==> src/rtl/register_file_arbiter_pkg.sv <==
`default_nettype none
// ============================================================================
// Module   : register_file_arbiter_pkg
// Brief    : Shared types and constants for the register file arbiter slice.
// Revision : 1.0
// ============================================================================
package register_file_arbiter_pkg;

   localparam int C_NUM_REQ = 2;

   localparam logic [0:0] C_STATE_CLEAR = 1'b0;
   localparam logic [0:0] C_STATE_SERVE = 1'b1;

   typedef enum logic [0:0] {
      CLEAR = C_STATE_CLEAR,
      SERVE = C_STATE_SERVE
   } state_e;

   // Both requesters reading is the only case where two grants can coexist.
   function automatic logic is_dual_read(input logic [C_NUM_REQ-1:0] valid,
                                         input logic [C_NUM_REQ-1:0] write);
      return (&valid) && !(|write);
   endfunction

endpackage
`default_nettype wire

==> src/rtl/register_file_arbiter_round_robin.sv <==
`default_nettype none
// ============================================================================
// Module   : round_robin_arbiter
// Brief    : Two-way round-robin grant with pointer and dual-grant hold.
// Revision : 1.0
// ============================================================================
module round_robin_arbiter
   import register_file_arbiter_pkg::*;
(
   input  logic                 clk,
   input  logic                 rst_n,
   input  logic                 enable,
   input  logic                 hold,
   input  logic [C_NUM_REQ-1:0] request,
   output logic [C_NUM_REQ-1:0] grant
);

   logic                 r_pointer;
   logic [C_NUM_REQ-1:0] w_grant;

   always_comb begin
      w_grant = '0;
      if (enable) begin
         if (hold) begin
            w_grant = request;
         end else if (request[r_pointer]) begin
            w_grant[r_pointer] = 1'b1;
         end else if (request[~r_pointer]) begin
            w_grant[~r_pointer] = 1'b1;
         end
      end
   end

   // After a single grant, priority passes to the requester that was not served.
   always_ff @(posedge clk or negedge rst_n) begin
      if (!rst_n) begin
         r_pointer <= 1'b0;
      end else if (enable && !hold && (|w_grant)) begin
         r_pointer <= w_grant[0];
      end
   end

   assign grant = w_grant;

endmodule
`default_nettype wire

==> src/rtl/register_file_arbiter.sv <==
`default_nettype none
// ============================================================================
// Module   : register_file_arbiter
// Brief    : Shares a 2R/1W register file between two requesters and
//            sequences a full-array clear.
// Revision : 1.0
// ============================================================================
module register_file_arbiter
   import register_file_arbiter_pkg::*;
#(
   parameter int ADDRESS_WIDTH   = 6,
   parameter int REGISTER_WIDTH  = 16,
   parameter int REGISTER_HEIGHT = 1 << ADDRESS_WIDTH
) (
   input  logic                                     clk,
   input  logic                                     rst_n,
   input  logic [C_NUM_REQ-1:0]                     req_valid,
   output logic [C_NUM_REQ-1:0]                     req_ready,
   input  logic [C_NUM_REQ-1:0]                     req_write,
   input  logic [C_NUM_REQ-1:0][ADDRESS_WIDTH-1:0]  req_address,
   input  logic [C_NUM_REQ-1:0][REGISTER_WIDTH-1:0] req_write_data,
   output logic [C_NUM_REQ-1:0]                     rsp_valid,
   output logic [C_NUM_REQ-1:0][REGISTER_WIDTH-1:0] rsp_data,
   input  logic                                     clear_start,
   output logic                                     busy,
   output logic                                     clear_done,
   output logic                                     rf_write_enable,
   output logic [REGISTER_WIDTH-1:0]                rf_write_data,
   output logic [ADDRESS_WIDTH-1:0]                 rf_address_a,
   output logic [ADDRESS_WIDTH-1:0]                 rf_address_b,
   input  logic [REGISTER_WIDTH-1:0]                rf_read_data_a,
   input  logic [REGISTER_WIDTH-1:0]                rf_read_data_b
);

   localparam logic [ADDRESS_WIDTH-1:0] C_LAST = ADDRESS_WIDTH'(REGISTER_HEIGHT - 1);

   state_e                                r_state;
   logic [ADDRESS_WIDTH-1:0]              r_counter;
   logic                                  r_clear_done;

   logic                                  w_arb_enable;
   logic                                  w_dual_read;
   logic [C_NUM_REQ-1:0]                  w_grant;
   logic                                  w_we;
   logic [REGISTER_WIDTH-1:0]             w_wdata;
   logic [ADDRESS_WIDTH-1:0]              w_addr_a;
   logic [ADDRESS_WIDTH-1:0]              w_addr_b;
   logic [C_NUM_REQ-1:0][REGISTER_WIDTH-1:0] w_port_data;

   // Clear has priority: a pending clear_start blocks grants in the same cycle.
   assign w_arb_enable = (r_state == SERVE) && !clear_start;
   assign w_dual_read  = is_dual_read(req_valid, req_write);

   round_robin_arbiter u_arbiter (
      .clk     (clk),
      .rst_n   (rst_n),
      .enable  (w_arb_enable),
      .hold    (w_dual_read),
      .request (req_valid),
      .grant   (w_grant)
   );

   always_ff @(posedge clk or negedge rst_n) begin
      if (!rst_n) begin
         r_state      <= CLEAR;
         r_counter    <= '0;
         r_clear_done <= 1'b0;
      end else begin
         r_clear_done <= 1'b0;
         case (r_state)
            CLEAR: begin
               r_counter <= r_counter + 1'b1;
               if (r_counter == C_LAST) begin
                  r_state      <= SERVE;
                  r_counter    <= '0;
                  r_clear_done <= 1'b1;
               end
            end
            SERVE: begin
               r_counter <= '0;
               if (clear_start) begin
                  r_state <= CLEAR;
               end
            end
            default: begin
               r_state   <= CLEAR;
               r_counter <= '0;
            end
         endcase
      end
   end

   // Requester 0 owns port A, requester 1 owns port B; writes always use port A.
   always_comb begin
      w_we     = 1'b0;
      w_wdata  = '0;
      w_addr_a = '0;
      w_addr_b = '0;
      if (r_state == CLEAR) begin
         w_we     = 1'b1;
         w_addr_a = r_counter;
      end else begin
         if (w_grant[0]) begin
            w_addr_a = req_address[0];
            if (req_write[0]) begin
               w_we    = 1'b1;
               w_wdata = req_write_data[0];
            end
         end
         if (w_grant[1]) begin
            if (req_write[1]) begin
               w_we     = 1'b1;
               w_addr_a = req_address[1];
               w_wdata  = req_write_data[1];
            end else begin
               w_addr_b = req_address[1];
            end
         end
      end
   end

   assign w_port_data = {rf_read_data_b, rf_read_data_a};

   genvar gi;
   generate
      for (gi = 0; gi < C_NUM_REQ; gi++) begin : g_rsp
         logic                      r_valid;
         logic [REGISTER_WIDTH-1:0] r_data;

         always_ff @(posedge clk or negedge rst_n) begin
            if (!rst_n) begin
               r_valid <= 1'b0;
               r_data  <= '0;
            end else begin
               r_valid <= w_grant[gi] & ~req_write[gi];
               if (w_grant[gi] && !req_write[gi]) begin
                  r_data <= w_port_data[gi];
               end
            end
         end

         assign rsp_valid[gi] = r_valid;
         assign rsp_data[gi]  = r_data;
      end
   endgenerate

   assign req_ready       = w_grant;
   assign busy            = (r_state == CLEAR);
   assign clear_done      = r_clear_done;
   assign rf_write_enable = w_we;
   assign rf_write_data   = w_wdata;
   assign rf_address_a    = w_addr_a;
   assign rf_address_b    = w_addr_b;

endmodule
`default_nettype wire

==> config.mk <==
export PLATFORM = sky130hd
export DESIGN_NAME = register_file_arbiter
export DESIGN_NICKNAME = d
export VERILOG_FILES = /design/src/rtl/register_file_arbiter_pkg.sv /design/src/rtl/register_file_arbiter_round_robin.sv /design/src/rtl/register_file_arbiter.sv
export SDC_FILE = /design/constraint.sdc
export NUM_CORES = 1
export LEC_CHECK = 0
export ABC_AREA = 1
export CORE_AREA = 2 2 84 86
export DETAILED_ROUTE_END_ITERATION = 6
export DIE_AREA = 0 0 86 88
export PLACE_DENSITY = 0.77
export SYNTH_ARGS = -nofsm -noshare
export SYNTH_HDL_FRONTEND = slang
export SYNTH_SLANG_ARGS = --single-unit
==> constraint.sdc <==
create_clock -name clk -period 1.4 [get_ports clk]
set_input_delay 0.14 -clock clk [delete_from_list [all_inputs] [get_ports clk]]
set_output_delay 0.14 -clock clk [all_outputs]
set_load 0.01 [all_outputs]
## Word level (Yosys, flattened, before mapping)

Index checks and enable logic that the tools add are counted.

- Register bits: 43
- Word-level logic and storage cells: 71
- Bits of input ports: 83
- Output and inout port bits: 67

- Bitwise logic cells: 6
- Add/subtract/negate cells: 1
- Muxes and demuxes: 35
- Equality and inequality tests: 1
- Order comparisons: 4
- Reductions and logical operators: 16

Operator list:

| cell | number |
|---|---|
| $mux 16 | 5 |
| $mux 6 | 8 |
| $mux 1 | 14 |
| $pmux 6 s2 | 1 |
| $logic_and 1x1->1 | 8 |
| $mux 2 | 4 |
| $add 6x1->6 const B | 1 |
| $eq 6x6->1 const B | 1 |
| $logic_not 1->1 | 5 |
| $lt 1x2->1 const B | 2 |
| $not 1->1 | 4 |
| $reduce_or 2->1 | 2 |
| $and 1x1->1 | 2 |
| $demux 1 s1 | 2 |
| $ge 1x1->1 const B | 2 |
| $pmux 1 s2 | 1 |
| $reduce_and 2->1 | 1 |

## Logic depth before layout (Yosys ltp)

Gate-level depths: netlist of run 1.

- Depth after elaboration: 13
- Mapped depth: 10
- Depth with buffers taken out: 8

## Hierarchy

From an unflattened synthesis of run 1, not the netlist that was laid out.

- Cell total of the unflattened synthesis: 297
- Area total of the unflattened synthesis: 2185.8 um^2

Modules (own cells, without submodules):

| module | area an instance (um^2) | cells an instance | times used | seq. area each (um^2) |
|---|---|---|---|---|
| register_file_arbiter | 2099.5 | 282 | 1 | 1051.0 |
| round_robin_arbiter | 86.3 | 15 | 1 | 25.0 |

## Worst setup path before layout of run 1

Ideal clock, no wire load.

- Kind: flip-flop to output port
- Start point: reg r_state
- End point: out rf_write_data[10]
- Buffers on the path: 2
- Arrival time: 1.178 ns
- Setup slack: 0.082 ns
- Stages on the path, launching flop included: 9
- Required time: 1.260 ns
- Path through: dfrtp_1 > buf_4 > nand2_4 > nor2_8 > nand2_4 > nor2_4 > buf_2 > nand2_1 > nand2_1

- Cells in the longest elaborated chain, start to end: 6

Ends and longest elaborated chain:

| what | line | RTL |
|---|---|---|
| start: declaration | register_file_arbiter.sv:37 | `state_e r_state;` |
| start signal: assignment | register_file_arbiter.sv:65 | `r_state <= CLEAR;` |
| start signal: assignment | register_file_arbiter.sv:74 | `r_state <= SERVE;` |
| start signal: assignment | register_file_arbiter.sv:82 | `r_state <= CLEAR;` |
| $logic_and 1x1->1 | register_file_arbiter.sv:51 | `assign w_arb_enable = (r_state == SERVE) && !clear_start;` |
| $mux 2 | register_file_arbiter_round_robin.sv:23 | `if (enable) begin` |
| $mux 16 | register_file_arbiter.sv:103 | `if (w_grant[0]) begin` |
| $mux 16 | register_file_arbiter.sv:111 | `if (req_write[1]) begin` |
| $mux 16 | register_file_arbiter.sv:110 | `if (w_grant[1]) begin` |
| $mux 16 (*) | register_file_arbiter.sv:99 | `if (r_state == CLEAR) begin` |
| end: declaration | register_file_arbiter.sv:28 | `output logic [REGISTER_WIDTH-1:0] rf_write_data,` |

Mark *: on every way between the ends. The rest lies on a longest branch, timed or not.

## Worst setup path after layout of run 1

- Start point: reg r_state
- End point: out rf_address_a[4]

- Cells in the longest elaborated chain, start to end: 6

Ends and longest elaborated chain:

| what | line | RTL |
|---|---|---|
| $logic_and 1x1->1 | register_file_arbiter.sv:51 |  |
| $mux 2 | register_file_arbiter_round_robin.sv:23 |  |
| $mux 6 | register_file_arbiter.sv:103 |  |
| $mux 6 | register_file_arbiter.sv:111 |  |
| $mux 6 | register_file_arbiter.sv:110 |  |
| $mux 6 (*) | register_file_arbiter.sv:99 |  |
| end: declaration | register_file_arbiter.sv:29 | `output logic [ADDRESS_WIDTH-1:0] rf_address_a,` |

Marks and branches as above.

==> flow_metrics.tcl, run 1 <==
set metrics [dict create \
    layoutNonFillerInstCount 567 \
    synth_async_sr_flop_share_pct 100 \
    ys_seq_elements 43 \
    cap_viol_max_count 0 \
    floorplan.initialDensity_pct 35.7 \
    cts_made_buffers 5 \
    slowest_cell_on_the_critical_path "dfrtp_1" \
    seq_power_share_pct 38.9 \
    run_status "finished, violations left" \
    slew_headroom_pct 63.2 \
    route.detailed.vias_per_inst 4.77 \
    unrepaired_setup_endpoints_after_global_routing "true" \
    row_count 30 \
    yosysUniqueCellTypes 28 \
    synth_top_flop_cell "dfrtp_1" \
    grt_start_max_net_pins 44 \
    clock.fmax_mhz 610 \
    nets 569 \
    seq_area_sq_mm 0.00108 \
    worstSetupStartpointType "flop" \
    final_period_minus_worst_setup_slack_ps 1640 \
    drt_first_pass_iters 4 \
    die_area_sq_mm 0.00757 \
    vias 2707 \
    critical-path-top-delay-family "flip-flops" \
    floorplan.die.width_um 86 \
    syn-num-nets 390 \
    place.port_buffers 149 \
    clock-sinks 43 \
    layout-area-overhead-vs-synth_pct 85.0 \
    vias_in_the_first_global_route 2567 \
    report.final.hold_viol_count 0 \
    cts_max_level 2 \
    setup_slack_ps -240 \
    final_core_util_pct 66.1 \
    layout.filler_cells 544 \
    clock_skew_ps 5.64 \
    synth.yosys.warnings 0 \
    clockPowerShare_pct 16.4 \
    root_buffer "clkbuf_8" \
    cp_slowest_stage_delay_ps 420 \
    p_sw_uw 1580 \
    synth_area_per_cell_sq_um 7.76 \
    cts.reportedPaths.clkPinSlew_ps 80 \
    drt-wirelength-per-cell_um 14.4 \
    preCtsSetupSlack_ps -680 \
    vdd_drop_max_mv 0.683 \
    grt_antenna_before_repair 1 \
    comb_power_share_pct 44.7 \
    finalWeightedCongestion 0.866 \
    io_pins 150 \
    synth-seq-area-share_pct 45.3 \
    route.final.wire_length_um 8140 \
    worst_ep_required_time_ps 1260 \
    clk_path_buf_depth 2 \
    tritoncts "built" \
    fin_total_pwr_uw 4660 \
    postSynthCellCount 306 \
    finalSetupViolations 30 \
    cp.buffers_inverters 3 \
    internal_power_uw 3080 \
    synth_top_cells_by_area "dfrtp_1 (45%), nand2_1 (21%), o21ai_0 (4.4%)" \
    worstHoldPathType "input pin to flop" \
    edff_count_synth 0 \
    failed_checks "negative setup slack" \
    timing_worst_setup_path_type "flop to output pin" \
    synth_top_area_share_pct 45.3 \
    timing_worst_slew_pin_value_ps 553 \
    synthesis.area_sq_mm 0.00237 \
    initialDrtViolationCount 88 \
    cellPowerDensity_mw_per_mm2 1060 \
    yosys.cell_count.top_type "nand2_1" \
    synth_commonest_cells "nand2_1 (134), dfrtp_1 (43), o21ai_0 (21), inv_1 (18), nor2_1 (18)" \
    clock_latency_ps 290 \
    cp_cell_instances "nand2_4, inv_2, buf_4, nand4_1, a21oi_1, buf_2" \
    globalRoute.totalOverflow 0 \
    endpoint_arrival_time_on_the_critical_path_ps 1500 \
    multi_input_area_sq_mm 0.00122 \
    grt_pass1_wl_um 12000 \
    setup-tns-final_ps -6160 \
    fp.coreArea_sq_mm 0.00664 \
    netlist.top_cell.by_area "dfrtp_1" \
    antenna_violating_nets_remaining 0 \
    place.detailed.instances 543 \
    static_leakage_uw 0.00227 \
    die_y_um 88 \
    power_switching_share_pct 34.0 \
    post-route-drc-count 0 \
    fraction_of_final_layout_cells_with_drive_strength_greater_than_1_pct 28.0 \
    timing.critical_path.to_type "output pin" \
    placed_wire_length_estimate_after_detailed_placement_um 5980 \
    track_usage_pct 20.3 \
    critPathMaxFanout 5 \
    layout_worst_path_cycle_share_pct 117 \
    drv_slew 0 \
]
## cell usage in the layout, fill, tap and decap left out, drive strengths merged, types with 5 or more instances in the layout
| master | n |
|---|---|
| nand2 | 141 |
| clkdlybuf4s50 | 112 |
| inv | 21 |
| buf | 67 |
| dfrtp | 43 |
| a21oi | 6 |
| nor2 | 26 |
| nand3 | 8 |
| o21ai | 36 |
| clkbuf | 9 |
| nand4 | 5 |
## cells by family after synthesis
family | Yosys count | share of synthesized area [%]
and+or+nand+nor | 180 | 34.9
buffers and inverters | 38 | 9.69
DFF | 43 | 45.3
xor gates and xnor gates | 2 | 0.738
adders and majority gates | 1 | 0.527
AOI/OAI and AO/OA | 42 | 8.85
## per-stage QoR
stage	hold slack (ps)	instance area (sq um)
2_1_floorplan	-156	2370
3_3_place_gp	243	4050
3_5_place_dp	249	4050
4_1_cts	375	4140
5_1_grt	385	4390
6_report	378	4390
## per-layer routing
layer | part of all wire (%) | global-route usage, % | vias up
met5 | 0 | 0 | -
met4 | 2.3 | 6.64 | 0
met3 | 10 | 7.26 | 15
met2 | 52 | 38.3 | 120
met1 | 35 | 20.9 | 1258
li1 | - | - | 1314
## what timing repair did
action / CTS / global route
gates resized for setup: 162 / 48
hold endpoints to repair: 43 / 0
gates cloned: 2 / 3
setup buffers: 3 / 7
setup endpoints to repair: 49 / 51
pin swaps: 12 / 21
hold buffers: 1 / 0
## cell type report
cell class	instances	area share (%)
Timing Repair Buffer	187	41.3
Clock buffer	6	1.65
Multi-Input combinational cell	227	27.9
Antenna cell	1	0.0569
Inverter	21	2.08
Clock inverter	2	0.285
Sequential cell	43	24.5
Tap cell	80	2.28
## power groups by stage
stage / combinational [uW] / clock [uW] / sequential, uW
after floorplan: 725 / 0 / 1920
after global placement: 2000 / 0 / 1820
after detailed placement: 2050 / 0 / 1830
after CTS: 1980 / 790 / 1810
after global routing: 2260 / 832 / 1860
final: 2080 / 764 / 1810
## final timing paths
kind / from / endpoint / slack [ps] / cells past startpoint
worst max-delay path: r_state$_DFF_PN0_ / rf_address_a[4] / -240 / 6
worst min-delay path: rf_read_data_a[8] / g_rsp[0].r_data[8]$_DFFE_PN0P_ / 380 / 3
worst max register to register: r_state$_DFF_PN0_ / g_rsp[1].r_data[15]$_DFFE_PN0P_ / 10 / 8
worst min register to register: g_rsp[1].r_data[13]$_DFFE_PN0P_ / g_rsp[1].r_data[13]$_DFFE_PN0P_ / 480 / 2
max in group asynchronous: rst_n / clear_done$_DFF_PN0_ / 560 / 3
min in group asynchronous: rst_n / g_rsp[0].r_data[8]$_DFFE_PN0P_ / 450 / 3
## worst reg2reg max path: cells and delay by family, from the launching register on
| kind | cells | cell delay [ps] |
|---|---|---|
| buffers and inverters | 3 | 380 |
| DFF | 1 | 420 |
| and+or+nand+nor | 5 | 550 |
## sequential cells by signal (all words and copies together) (netlist names)
register and count:
r_counter 6, r_state 1, clear_done 1, g_rsp.r_data 32, g_rsp.r_valid 2, u_arbiter.r_pointer 1
Power figures use the tool's default switching activity.
==> inputs of run 2 (changes only) <==
--- a/config.mk
+++ b/config.mk
@@ -6,10 +6,13 @@
 export NUM_CORES = 1
 export LEC_CHECK = 0
 export ABC_AREA = 1
-export CORE_AREA = 2 2 84 86
+export CORE_AREA = 2 2 83 85
 export DETAILED_ROUTE_END_ITERATION = 6
-export DIE_AREA = 0 0 86 88
-export PLACE_DENSITY = 0.77
+export DIE_AREA = 0 0 85 87
+export PLACE_DENSITY = 0.75
+export SETUP_SLACK_MARGIN = 0.05
 export SYNTH_ARGS = -nofsm -noshare
 export SYNTH_HDL_FRONTEND = slang
+export SYNTH_HIERARCHICAL = 1
 export SYNTH_SLANG_ARGS = --single-unit
+export TNS_END_PERCENT = 10
==> run 2 against run 1 <==
Effect of this change: the run still ends with negative setup slack left; sequential share of layout area up 1.1 points; worst setup slack got worse by 440 ps; synthesized cell count shrank 2.9%; fmax down 21%; non-clock buffer count decreased by 6; register-to-register slack got worse by 460 ps; hold slack got worse by 74 ps; die area fell by 2.3%; largest power group is now registers; highest routed layer unchanged.
==> flow_metrics.tcl, run 2 <==
set metrics [dict create \
    run_status "finished, violations left" \
    failed_checks "negative setup slack" \
    clock_skew_ps 3.22 \
    synth_async_sr_flop_share_pct 100 \
    vdd_drop_max_mv 0.570 \
    cts_max_level 2 \
    antenna_violating_nets_remaining 0 \
    post-route-drc-count 0 \
    grtUsageMet3_pct 5.88 \
    vias_in_the_first_global_route 2565 \
    worstHoldPathType "input pin to async pin" \
    nets 553 \
    multiplexer_share_of_the_synthesized_area_pct 0 \
    fraction_of_final_layout_cells_with_drive_strength_greater_than_1_pct 25.1 \
    layout.filler_cells 578 \
    slew_headroom_pct 73.5 \
    synth_compound_area_share_pct 4.81 \
    timing_worst_setup_path_type "flop to output pin" \
    fin_total_pwr_uw 3700 \
    layout-area-overhead-vs-synth_pct 92.6 \
    die_area_sq_mm 0.00740 \
    cap_viol_max_count 0 \
    internal_power_uw 2500 \
    grtUsageMet2_pct 35.8 \
    cellPowerDensity_mw_per_mm2 879 \
    setup_slack_ps -676 \
    track_usage_pct 20.6 \
    power_switching_share_pct 32.4 \
    synth_commonest_cells "nand2_1 (153), dfrtp_1 (43), nand3_1 (23), a21oi_1 (17), nor2_1 (16)" \
    synth_simple_gate_area_share_pct 37.0 \
    drv_slew 0 \
    worst_ep_required_time_ps 1260 \
    yosys.cell_count.top_type "nand2_1" \
    clock_latency_ps 280 \
    reg.largest.list "g_rsp.r_data x32, r_counter x6, g_rsp.r_valid x2" \
    diodes 0 \
    grt_pass1_wl_um 12200 \
    ys_seq_elements 43 \
    grt_antenna_before_repair 0 \
    unrepaired_setup_endpoints_after_global_routing "true" \
    placed_wire_length_estimate_after_detailed_placement_um 5800 \
    cts.reportedPaths.clkPinSlew_ps 80 \
    report.final.hold_viol_count 0 \
    timing.critical_path.to_type "output pin" \
    synth_top_flop_cell "dfrtp_1" \
    place.detailed.instances 532 \
    use_met1_pct 24.1 \
    postSynthCellCount 297 \
    layout_worst_path_cycle_share_pct 148 \
    clock-sinks 43 \
    regMostFlops "g_rsp.r_data" \
    netlist.top_cell.by_area "dfrtp_1" \
    die_y_um 87 \
    cts_made_buffers 5 \
    clk_path_buf_depth 2 \
    drt_first_pass_iters 4 \
    timing_worst_slew_pin_value_ps 397 \
    synth_top_cells_by_area "dfrtp_1 (49%), nand2_1 (26%), nand3_1 (5.3%)" \
    reg2reg_depth 12 \
    main_combinational_cell_family_by_area_after_synthesis "simple AND/OR/NAND/NOR gates" \
    final_period_minus_worst_setup_slack_ps 2080 \
    post_synth_fa_ha_maj_area_fraction_pct 0.572 \
    tritoncts "built" \
    critPathMaxFanout 8 \
    finalWeightedCongestion 0.842 \
    grt_start_max_net_pins 28 \
    route.detailed.vias_per_inst 4.67 \
    synth_area_per_cell_sq_um 7.36 \
    grt_busiest_layer "met2" \
    syn-num-nets 381 \
    synth-seq-area-share_pct 49.2 \
    seq_power_share_pct 42.2 \
    place.port_buffers 149 \
    route.final.wire_length_um 7760 \
    final_core_util_pct 64.1 \
    vias 2568 \
    largest_reg_flops 32 \
    floorplan.die.width_um 85 \
    layoutNonFillerInstCount 550 \
    clockPowerShare_pct 20.0 \
    root_buffer "clkbuf_8" \
    initialDrtViolationCount 52 \
    comb_power_share_pct 37.8 \
    fp.coreArea_sq_mm 0.00657 \
    clock.fmax_mhz 482 \
    drt-wirelength-per-cell_um 14.1 \
    floorplan.initialDensity_pct 33.3 \
    synth.yosys.warnings 6 \
    most_common_cell_after_layout_fill_and_taps_aside "nand2_1" \
    synth_top_area_share_pct 49.2 \
    highest_count_cells_in_the_layout_ignoring_fill_and_taps "nand2_1 (140), clkdlybuf4s50_1 (84), dfrtp_1 (42)" \
    io_pins 150 \
    synth-xor-area-share_pct 0.401 \
    setup-tns-final_ps -28130 \
    yosysUniqueCellTypes 26 \
    p_sw_uw 1200 \
    globalRoute.totalOverflow 0 \
    synthesis.area_sq_mm 0.00219 \
    edff_count_synth 0 \
    static_leakage_uw 0.00245 \
    row_count 30 \
    finalSetupViolations 65 \
    endpoint_arrival_time_on_the_critical_path_ps 1940 \
    worstSetupStartpointType "flop" \
]
-- run 2: changes by cell type in the layout (fill, tap and decap cells not counted), moves of 15 or more --
cell	change
nand2_1	+28
o21ai_0	-21
o21ai_1	-15
nand3_1	+18
clkdlybuf4s50_1	-28
dlymetal6s2s_1	+27
-- run 2: path summary, 6_finish.rpt --
| check | start | to | slack [ps] |
|---|---|---|---|
| setup reg to reg | r_state$_DFF_PN0_ | g_rsp[0].r_data[0]$_DFFE_PN0P_ | -450 |
| hold / removal | rst_n | r_counter[4]$_DFF_PN0_ | 300 |
| hold reg to reg | g_rsp[1].r_data[9]$_DFFE_PN0P_ | g_rsp[1].r_data[9]$_DFFE_PN0P_ | 470 |
| max in group asynchronous | rst_n | g_rsp[0].r_valid$_DFF_PN0_ | 510 |
| setup / recovery | r_state$_DFF_PN0_ | rf_write_data[13] | -680 |
| min in group clk | rf_read_data_a[8] | g_rsp[0].r_data[8]$_DFFE_PN0P_ | 390 |
-- run 2: layout make-up --
cell class | instances | area (sq um) | area share, %
timing repair buffer | 181 | 1750 | 41.6
multi-input combinational | 223 | 1130 | 26.8
sequential | 43 | 1080 | 25.6
tap | 80 | 100 | 2.38
clock buffer | 6 | 72.6 | 1.72
inverter | 15 | 71.3 | 1.69
clock inverter | 2 | 12.5 | 0.297
-- run 2: worst max-delay path, stage by stage (launching register included) --
cell       delay (ps)
dfrtp_2           420
inv_8              40
nor2_4            100
buf_6             120
nand2_4            50
a31oi_4           170
nand2_4            80
nor2_4            140
clkbuf_16         200
nand2_2            60
a21oi_2           130
buf_2             140
-- run 2: stage by stage --
step / instance area [sq um] / hold WS [ps] / setup slack [ps]
after floorplan: 2310 / -156 / -471
after global placement: 3960 / 82.5 / -1040
after detailed placement: 3960 / 80.7 / -1110
after CTS: 4090 / 304 / -753
after global routing: 4210 / 334 / -809
final: 4210 / 303 / -676
-- run 2: cell families after synthesis --
| logic type | Yosys count |
|---|---|
| compound gates | 20 |
| xor+xnor | 1 |
| fa+ha+maj | 1 |
| buf+inv | 31 |
| flops | 43 |
| simple gates | 201 |
-- run 2: repair_timing --
item / CTS / global route
cloned: 1 / 0
hold buffers: 1 / 0
pin swaps: 14 / 11
endpoints found under the setup margin: 71 / 101
buffers inserted: 9 / 0
hold endpoints to repair: 15 / 0
resized for setup: 154 / 47
-- run 2: power by group through the flow --
stage	logic (uW)	clock network, uW	registers [uW]
floorplan	592	0	1600
global placement	1410	0	1580
detailed placement	1430	0	1590
CTS	1400	776	1560
global route	1550	840	1590
finish	1400	739	1560
-- run 2: routing by layer --
| metal | wire [um] | vias up | part of all wire, % |
|---|---|---|---|
| met5 | 0 | - | 0 |
| met4 | 214 | 0 | 2.8 |
| met3 | 618 | 22 | 8.0 |
| met2 | 3790 | 120 | 49 |
| met1 | 3130 | 1166 | 40 |
| li1 | - | 1260 | - |
